**src/rtl/simd_mem_loader.sv**
```systemverilog
// simd_mem_loader: host-stream loader/dumper for the simd_top memory buses,
// with core reset sequencing, program-end detection and a run-cycle counter.
`timescale 1ns/1ps
module simd_mem_loader #(
  parameter int unsigned PE_NUM      = 4,
  parameter int unsigned ADDR_WIDTH  = 10,
  parameter int unsigned LEN_WIDTH   = 11,
  parameter int unsigned FINISH_HOLD = 4
) (
  input  logic                    iClk,
  input  logic                    iReset,
  input  logic                    iCmd_Valid,
  output logic                    oCmd_Ready,
  input  logic [1:0]              iCmd_Region,
  input  logic                    iCmd_Read,
  input  logic [ADDR_WIDTH-1:0]   iCmd_Base,
  input  logic [LEN_WIDTH-1:0]    iCmd_Length,
  input  logic                    iIn_Valid,
  output logic                    oIn_Ready,
  input  logic [31:0]             iIn_Data,
  output logic                    oOut_Valid,
  input  logic                    iOut_Ready,
  output logic [31:0]             oOut_Data,
  output logic                    oBus_CP_IMEM_Valid,
  output logic                    oBus_PE_IMEM_Valid,
  output logic                    oBus_CP_DMEM_Valid,
  output logic                    oBus_PE_DMEM_Valid,
  output logic                    oBus_Write_Enable,
  output logic [ADDR_WIDTH-1:0]   oBus_Address,
  output logic [32*PE_NUM-1:0]    oBus_Write_Data,
  input  logic [31:0]             iBus_CP_IMEM_Read_Data,
  input  logic [31:0]             iBus_PE_IMEM_Read_Data,
  input  logic [31:0]             iBus_CP_DMEM_Read_Data,
  input  logic [32*PE_NUM-1:0]    iBus_PE_DMEM_Read_Data,
  input  logic                    iRun,
  input  logic [ADDR_WIDTH-1:0]   iPC,
  input  logic                    iTask_Finished,
  output logic                    oCore_Reset,
  output logic                    oDone,
  output logic [31:0]             oCycle_Count
);

  localparam int unsigned DATA_W = 32 * PE_NUM;
  localparam int unsigned LANE_W = (PE_NUM > 1) ? $clog2(PE_NUM) : 1;
  localparam int unsigned HOLD_W = (FINISH_HOLD > 0) ? $clog2(FINISH_HOLD + 1) : 1;
  localparam logic [LANE_W-1:0]    LAST_LANE = LANE_W'(PE_NUM - 1);
  localparam logic [HOLD_W-1:0]    HOLD_MAX  = HOLD_W'(FINISH_HOLD);
  localparam logic [LEN_WIDTH-1:0] LEN_ONE   = LEN_WIDTH'(1);

  typedef enum logic [2:0] {IDLE, LOAD, RD_ISSUE, RD_WAIT, RD_SEND, RUN} state_e;
  typedef enum logic [1:0] {REG_CP_IMEM, REG_PE_IMEM, REG_CP_DMEM, REG_PE_DMEM} region_e;

  state_e                state_q, state_d;
  region_e               region_q, region_d;
  logic [ADDR_WIDTH-1:0] addr_q, addr_d;
  logic [LEN_WIDTH-1:0]  remain_q, remain_d;
  logic [LANE_W-1:0]     lane_q, lane_d;
  logic [DATA_W-1:0]     pack_q, pack_d;
  logic [DATA_W-1:0]     rdata_q, rdata_d;
  logic [3:0]            wr_strobe_q, wr_strobe_d;
  logic [ADDR_WIDTH-1:0] wr_addr_q, wr_addr_d;
  logic [DATA_W-1:0]     wr_data_q, wr_data_d;
  logic                  cmd_ready_q, cmd_ready_d;
  logic                  core_reset_q, core_reset_d;
  logic                  done_q, done_d;
  logic [31:0]           cycle_q, cycle_d;
  logic [ADDR_WIDTH-1:0] pc_prev_q, pc_prev_d;
  logic                  pc_valid_q, pc_valid_d;
  logic [HOLD_W-1:0]     hold_q, hold_d;
  logic                  advance;
  logic [3:0]            rd_strobe;

  always_comb begin
    state_d      = state_q;
    region_d     = region_q;
    addr_d       = addr_q;
    remain_d     = remain_q;
    lane_d       = lane_q;
    pack_d       = pack_q;
    rdata_d      = rdata_q;
    wr_strobe_d  = '0;
    wr_addr_d    = wr_addr_q;
    wr_data_d    = wr_data_q;
    core_reset_d = core_reset_q;
    done_d       = done_q;
    cycle_d      = cycle_q;
    pc_prev_d    = iPC;
    pc_valid_d   = 1'b0;
    hold_d       = '0;
    advance      = 1'b0;

    case (state_q)
      IDLE: begin
        if (iRun) begin
          state_d      = RUN;
          core_reset_d = 1'b0;
          done_d       = 1'b0;
          cycle_d      = '0;
        end else if (cmd_ready_q && iCmd_Valid) begin
          region_d = region_e'(iCmd_Region);
          addr_d   = iCmd_Base;
          remain_d = iCmd_Length;
          lane_d   = '0;
          if (iCmd_Length != '0) begin
            state_d = iCmd_Read ? RD_ISSUE : LOAD;
          end
        end
      end

      LOAD: begin
        if (iIn_Valid) begin
          if (region_q == REG_PE_DMEM) begin
            pack_d[32*lane_q +: 32] = iIn_Data;
            if (lane_q == LAST_LANE) begin
              wr_strobe_d[REG_PE_DMEM] = 1'b1;
              wr_data_d                = pack_d;
              lane_d                   = '0;
              advance                  = 1'b1;
            end else begin
              lane_d = lane_q + 1'b1;
            end
          end else begin
            wr_strobe_d[region_q] = 1'b1;
            wr_data_d             = DATA_W'(iIn_Data);
            advance               = 1'b1;
          end
          if (advance) begin
            wr_addr_d = addr_q;
            addr_d    = addr_q + 1'b1;
            remain_d  = remain_q - 1'b1;
            if (remain_q == LEN_ONE) begin
              state_d = IDLE;
            end
          end
        end
      end

      RD_ISSUE: state_d = RD_WAIT;

      RD_WAIT: begin
        case (region_q)
          REG_CP_IMEM: rdata_d = DATA_W'(iBus_CP_IMEM_Read_Data);
          REG_PE_IMEM: rdata_d = DATA_W'(iBus_PE_IMEM_Read_Data);
          REG_CP_DMEM: rdata_d = DATA_W'(iBus_CP_DMEM_Read_Data);
          default:     rdata_d = iBus_PE_DMEM_Read_Data;
        endcase
        lane_d  = '0;
        state_d = RD_SEND;
      end

      RD_SEND: begin
        if (iOut_Ready) begin
          if (region_q == REG_PE_DMEM && lane_q != LAST_LANE) begin
            lane_d = lane_q + 1'b1;
          end else begin
            lane_d   = '0;
            addr_d   = addr_q + 1'b1;
            remain_d = remain_q - 1'b1;
            state_d  = (remain_q == LEN_ONE) ? IDLE : RD_ISSUE;
          end
        end
      end

      RUN: begin
        if (cycle_q != '1) begin
          cycle_d = cycle_q + 1'b1;
        end
        // The first RUN cycle has no valid previous PC, so it never counts as a repeat;
        // a full hold count is acted on the cycle after it is reached.
        pc_valid_d = 1'b1;
        if (pc_valid_q && iPC == pc_prev_q) begin
          hold_d = (hold_q == HOLD_MAX) ? hold_q : hold_q + 1'b1;
        end
        if (iTask_Finished || hold_q == HOLD_MAX) begin
          state_d      = IDLE;
          done_d       = 1'b1;
          core_reset_d = 1'b1;
        end
      end

      default: state_d = IDLE;
    endcase

    cmd_ready_d = (state_d == IDLE);
  end

  always_ff @(posedge iClk) begin
    if (iReset) begin
      state_q      <= IDLE;
      region_q     <= REG_CP_IMEM;
      addr_q       <= '0;
      remain_q     <= '0;
      lane_q       <= '0;
      pack_q       <= '0;
      rdata_q      <= '0;
      wr_strobe_q  <= '0;
      wr_addr_q    <= '0;
      wr_data_q    <= '0;
      cmd_ready_q  <= 1'b0;
      core_reset_q <= 1'b1;
      done_q       <= 1'b0;
      cycle_q      <= '0;
      pc_prev_q    <= '0;
      pc_valid_q   <= 1'b0;
      hold_q       <= '0;
    end else begin
      state_q      <= state_d;
      region_q     <= region_d;
      addr_q       <= addr_d;
      remain_q     <= remain_d;
      lane_q       <= lane_d;
      pack_q       <= pack_d;
      rdata_q      <= rdata_d;
      wr_strobe_q  <= wr_strobe_d;
      wr_addr_q    <= wr_addr_d;
      wr_data_q    <= wr_data_d;
      cmd_ready_q  <= cmd_ready_d;
      core_reset_q <= core_reset_d;
      done_q       <= done_d;
      cycle_q      <= cycle_d;
      pc_prev_q    <= pc_prev_d;
      pc_valid_q   <= pc_valid_d;
      hold_q       <= hold_d;
    end
  end

  // Writes leave registered one cycle after the handshake; reads strobe during RD_ISSUE.
  assign rd_strobe = (state_q == RD_ISSUE) ? (4'b0001 << region_q) : 4'b0000;

  assign oBus_CP_IMEM_Valid = wr_strobe_q[REG_CP_IMEM] | rd_strobe[REG_CP_IMEM];
  assign oBus_PE_IMEM_Valid = wr_strobe_q[REG_PE_IMEM] | rd_strobe[REG_PE_IMEM];
  assign oBus_CP_DMEM_Valid = wr_strobe_q[REG_CP_DMEM] | rd_strobe[REG_CP_DMEM];
  assign oBus_PE_DMEM_Valid = wr_strobe_q[REG_PE_DMEM] | rd_strobe[REG_PE_DMEM];
  assign oBus_Write_Enable  = |wr_strobe_q;
  assign oBus_Address       = (state_q == RD_ISSUE) ? addr_q : wr_addr_q;
  assign oBus_Write_Data    = wr_data_q;

  assign oCmd_Ready   = cmd_ready_q;
  assign oIn_Ready    = (state_q == LOAD);
  assign oOut_Valid   = (state_q == RD_SEND);
  assign oOut_Data    = rdata_q[32*lane_q +: 32];
  assign oCore_Reset  = core_reset_q;
  assign oDone        = done_q;
  assign oCycle_Count = cycle_q;

endmodule
```
**config.mk**
```make
export PLATFORM = sky130hd
export DESIGN_NAME = simd_mem_loader
export DESIGN_NICKNAME = d
export VERILOG_FILES = /design/src/rtl/simd_mem_loader.sv
export SDC_FILE = /design/constraint.sdc
export NUM_CORES = 1
export LEC_CHECK = 0
export CAP_MARGIN = 15
export CORE_ASPECT_RATIO = 1.5
export CORE_MARGIN = 2
export CORE_UTILIZATION = 43
export CTS_CLUSTER_DIAMETER = 80
export DETAILED_ROUTE_END_ITERATION = 7
export GPL_TIMING_DRIVEN = 0
export PLACE_DENSITY = 0.68
export SYNTH_ARGS = -nofsm -noshare
export SYNTH_HDL_FRONTEND = slang
export SYNTH_SLANG_ARGS = --single-unit
```
**constraint.sdc**
```tcl
create_clock -name iClk -period 4.2 [get_ports iClk]
set_input_delay 1.26 -clock iClk [delete_from_list [all_inputs] [get_ports iClk]]
set_output_delay 1.26 -clock iClk [all_outputs]
set_load 0.02 [all_outputs]
```
; ---- Word level (Yosys, flattened, before mapping)
; Index checks and enable logic that the tools add are counted.
[classes]
n_addsub = 6
order_cmp = 2
n_eq_ne = 25
shifts = 4
n_mux = 54
n_bitwise = 9
reduce_logical = 24
[op_table]
columns = op, n
row1 = case mux 128 bit (3 select lines), 1
row2 = 2-to-1 mux 128 bit, 2
row3 = bitwise mux 128 bit, 1
row4 = "variable shift 32 x 34 -> 128 bit, first input constant", 1
row5 = indexed part select 128 x 8 -> 32 bit, 1
row6 = indexed part select 32 x 34 -> 128 bit, 1
row7 = 2-to-1 mux 10 bit, 7
row8 = 2-to-1 mux 11 bit, 6
row9 = 2-to-1 mux 32 bit, 2
row10 = case mux 32 bit (2 select lines), 1
row11 = negator 7 -> 34 bit, 1
row12 = case mux 11 bit (3 select lines), 1
row13 = "adder 32 x 1 -> 32 bit, second input constant", 1
row14 = "inequality test 32 bit, second input constant", 1
row15 = case mux 10 bit (3 select lines), 1
row16 = 2-to-1 mux 3 bit, 9
row17 = 2-to-1 mux 2 bit, 9
row18 = case mux 3 bit (6 select lines), 1
row19 = AND reduction 3 bit, 6
row20 = "inequality test 2 bit, second input constant", 8
row21 = "equality test 11 x 1 -> 1 bit, second input constant", 1
row22 = nonzero test 11 bit, 1
row23 = "subtractor 11 x 1 -> 11 bit, second input constant", 1
row24 = "adder 10 x 1 -> 10 bit, second input constant", 1
row25 = 30 further kinds, 59
[totals]
reg_bits = 475
in_bits = 297
out_inout_bits = 212

; ---- Longest topological paths before layout
[logic_depth]
depth_word = 9
ltp_mapped = 10
depth_no_buf = 7

; ---- Worst setup path after synthesis
; OpenSTA, ideal clock, no wires.
[synth_timing]
path_type = register to output
from = register state_q[1]
to = output port oBus_Address[3]
t_arrival_ns = 1.937
slack_ns = 1.003
stages_incl_launch_ff = 5
path_buffers = 2
cell_sequence = dfxtp_1 > clkbuf_1 > nor3b_1 > buf_2 > mux2_2
[synth_between]
elab_chain_cells = 2
[synth_lines]
columns = item, line
row1 = start: declaration, 53  ; state_e state_q, state_d;
row2 = start signal: assignment, 207  ; state_q <= state_d;
row3 = equality test 3 x 2 -> 1 bit, 235  ; assign oBus_Address = (state_q == RD_ISSUE) ? addr_q : wr_addr_q;
row4 = 2-to-1 mux 10 bit, 235
row5 = end: declaration, 29  ; output logic [ADDR_WIDTH-1:0] oBus_Address,
; Every way passes these cells.

; ---- Final worst setup path
[layout_timing]
from = register region_q[0]
to = output port oBus_PE_IMEM_Valid
[layout_between]
elab_chain_cells = 3
[layout_lines]
columns = item, line
row1 = start: declaration, 54  ; region_e region_q, region_d;
row2 = start signal: assignment, 208  ; region_q <= region_d;
row3 = << shifter 1 x 2 -> 4 bit, 228  ; assign rd_strobe = (state_q == RD_ISSUE) ? (4'b0001 << region_q) : 4'b0000;
row4 = 2-to-1 mux 4 bit, 228
row5 = bitwise OR 1 bit, 231  ; assign oBus_PE_IMEM_Valid = wr_strobe_q[REG_PE_IMEM] | rd_strobe[REG_PE_IMEM];
row6 = end: declaration, 25  ; output logic oBus_PE_IMEM_Valid,
; Every way passes these cells.

==> results.toml <==
[worst_setup_path]
critPathLaunchType = "flip-flop"
critPathArrivalTime_ps = 2890
r2r_cells = 8
cp_num_buf_inv = 3
path_cells = "buf_6 > buf_1 > a31o_2 > clkdlybuf4s50_1"
end_kind = "primary output"
regToRegSetupSlack_ps = 590
cp_data_required_time_ps = 2940
cpLargestDelayFamily = "buffers and inverters"
r2r_end = "pack_q[105]"
slowest_stage = "buf_1"
r2r_start = "lane_q[1]"
crit_type = "flip-flop to primary output"
cp_max_fo = 10
slowest_delay_ps = 700

[power]
leakage_nw = 9.17
irDropWorstVdd_mv = 0.400
power_density_nw_per_um2 = 379

[final_layout]
nets = 3143
ff_latch_area_um2 = 9510
drive_gt1_frac = 0.0734
post-route-util = 0.592
area_growth_pct = 36.6
fill_cells = 4209
multi_input_area_um2 = 10200

[sta]
hold_violations = 0
drv_slew = 0
rsz0062_at_grt = "no"
clock.fmax_ghz = 0.241
hold_ws_ps = 452
setup_ws_ps = 52.5
post-route-period-util = 0.988
slew_headroom = 0.354
finalSetupViolations = 0
tightest_slew_ps = 968
finalClockSkew_ps = 26.6
final.min_clock_period_ps = 4150

[global_route]
grt_antenna_before_repair = 6
grt_max_degree = 17
grt_pass1_vias = 20600
grt_pass1_wl_mm = 123
track_usage = 0.323
grt-ovfl-total = 0

[worst_hold_path]
hp-class = "flip-flop to flip-flop"
hold_path_end = "rdata_q[75]"
worst_hold_path.num_cells = 2
hp-start = "rdata_q[75]"

[run_status]
status = "finished, final reports clean"

[placement]
routabilityCongestion = 0.907
hpwlAfterDp_mm = 64.2
place_ws_ps = -749
portBuffers = 507

[drt]
drtIter0Drc = 1352
wirelength_mm = 82.8
wl_per_cell_um = 23.8
drc_errors = 0
viasPerCell = 5.90
antenna_left = 0
dr.pass1.iters = 6
vias = 20500

[logic_synthesis]
yosysWarningCount = 0
syn_nets = 2586
avgSynthCellArea_um2 = 9.03
synth_flop_cell = "dfxtp_1"
synth_area_um2 = 20600
ys_ff_latch = 475
synth_edf_count = 0
ys_types = 64
ys_seq_area_frac = 0.462
netlist_instances = 2277
synth-async-reset-ratio = 0

[clocking]
cts_buffer_depth = 3
cts_setup_buffers = 0
root_buffer = "clkbuf_16"
cts_made_buffers = 47
clk_pin_slew_ps = 70
clk_latency_ps = 590
clock_sinks = 475
cts_hold_buf = 0
h-tree-depth = 2
cts_tree = "done"

[job]
drv_cap = 0

[floorplanning]
fp.dieH_um = 272
dieArea_um2 = 49600
core_area_um2 = 47500
die_w_um = 183
io_pins = 509
initial_utilization = 0.433
fp-row-count = 98
==> cells in the final DEF (no fill, tap or decap), types with 8 or more instances in the layout <==
cell / synthesis / final
buf_1: 12 / 8
clkbuf_16: 0 / 48
nand3_1: 125 / 125
a21oi_1: 315 / 315
o211ai_1: 36 / 36
clkbuf_1: 166 / 168
mux2_2: 11 / 11
a221o_1: 32 / 32
nor4_1: 13 / 13
and2_1: 11 / 11
xnor2_1: 12 / 12
o22ai_1: 32 / 32
dfxtp_1: 475 / 475
nor2b_1: 108 / 108
clkdlybuf4s50_1: 0 / 507
a211oi_1: 99 / 99
ha_1: 12 / 12
nand4_1: 17 / 17
or4_1: 19 / 19
and3_1: 8 / 8
o31ai_1: 14 / 14
nor3_1: 10 / 10
nand2_1: 267 / 267
buf_2: 28 / 26
or3_1: 8 / 8
clkbuf_8: 0 / 10
inv_1: 17 / 17
o21ai_0: 25 / 25
mux4_2: 64 / 64
clkinv_2: 0 / 10
o2bb2ai_1: 96 / 96
nor2_1: 160 / 160
==> cells by family after synthesis <==
| family | count (synthesis) | share of synthesized area |
|---|---|---|
| AOI/OAI and AO/OA | 692 | 0.221 |
| buffers and inverters | 224 | 0.0429 |
| adders and majority gates | 12 | 0.00730 |
| muxes | 79 | 0.0780 |
| DFF | 475 | 0.462 |
| xor gates and xnor gates | 17 | 0.00724 |
| and+or+nand+nor | 778 | 0.181 |
==> how the worst max path moves through the flow <==
| stage | start | to | slack, ps | depth (start not counted) |
|---|---|---|---|---|
| final | region_q[0] | oBus_PE_IMEM_Valid | 50 | 4 |
| after global routing | state_q[1] | oBus_Address[7] | 5 | 5 |
| after CTS | region_q[1] | oBus_PE_DMEM_Valid | 10 | 7 |
| after detailed placement | region_q[1] | oBus_PE_DMEM_Valid | -750 | 7 |
| after global placement | region_q[1] | oBus_PE_DMEM_Valid | -680 | 7 |
| after floorplan | state_q[1] | oBus_Address[3] | 1000 | 4 |
==> final cells by class <==
class                      count  area share
multi-input combinational   1578       0.362
sequential                   475       0.339
timing repair buffer         508       0.181
clock buffer                  66      0.0484
buffer                       207      0.0310
tap                          600      0.0267
clock inverter                22     0.00940
inverter                      17     0.00227
antenna                        5    0.000445
==> timing repair <==
| item | 4_1_cts | 5_1_grt |
|---|---|---|
| setup endpoints to repair | 48 | 10 |
| pin swaps | 0 | 0 |
| resized for setup | 33 | 4 |
==> worst register-to-register path: cells and delay by family (launching register included) <==
family / cells / cell delay (ps)
flip-flops: 1 / 440
buffers and inverters: 4 / 1370
AND/OR/NAND/NOR: 1 / 830
AO/OA/AOI/OAI: 2 / 510
adder cells (fa/ha/maj): 1 / 400
==> Yosys cell counts, types with 32 or more instances <==
master,instances,area share
o211ai_1,36,0.013
mux4_2,64,0.070
nor2_1,160,0.029
dfxtp_1,475,0.46
nand2_1,267,0.049
nor2b_1,108,0.033
clkbuf_1,166,0.030
o22ai_1,32,0.0097
a211oi_1,99,0.036
a221o_1,32,0.016
o2bb2ai_1,96,0.041
a21oi_1,315,0.077
nand3_1,125,0.030
==> layer usage <==
metal  up-vias  GRT usage  share of wire
met2       920      0.595           0.52
li1       9472          -              -
met5         -          0        0.00041
met1      9878      0.335           0.35
met3       242     0.0639          0.071
met4         8      0.195          0.063
==> flip-flops by register name, indices dropped and copies added, names as in the netlist, 2 cells and up <==
register	cells
addr_q	10
hold_q	3
lane_q	2
oBus_Write_Data	128
oCycle_Count	32
pack_q	128
pc_prev_q	10
rdata_q	128
region_q	2
remain_q	11
state_q	3
wr_addr_q	10
wr_strobe_q	4
==> per-stage QoR <==
stage | cell area, µm² | cells | TNS, ps | power [mW]
floorplan | 20600 | 2277 | 0 | 5.50
global placement | 26400 | 3384 | -2700 | 6.24
detailed placement | 26400 | 3385 | -798 | 6.26
CTS | 28100 | 3473 | 0 | 10.7
global route | 28100 | 3474 | 0 | 11.0
finish | 28100 | 3478 | 0 | 10.6
==> power breakdown <==
group	internal, mW	leakage [nW]	switching [mW]	total (mW)
sequential	4.59	3.83	0.0861	4.68
clock	2.58	0.793	1.88	4.46
combinational	0.625	4.54	0.883	1.51
Power figures use the tool's default switching activity.
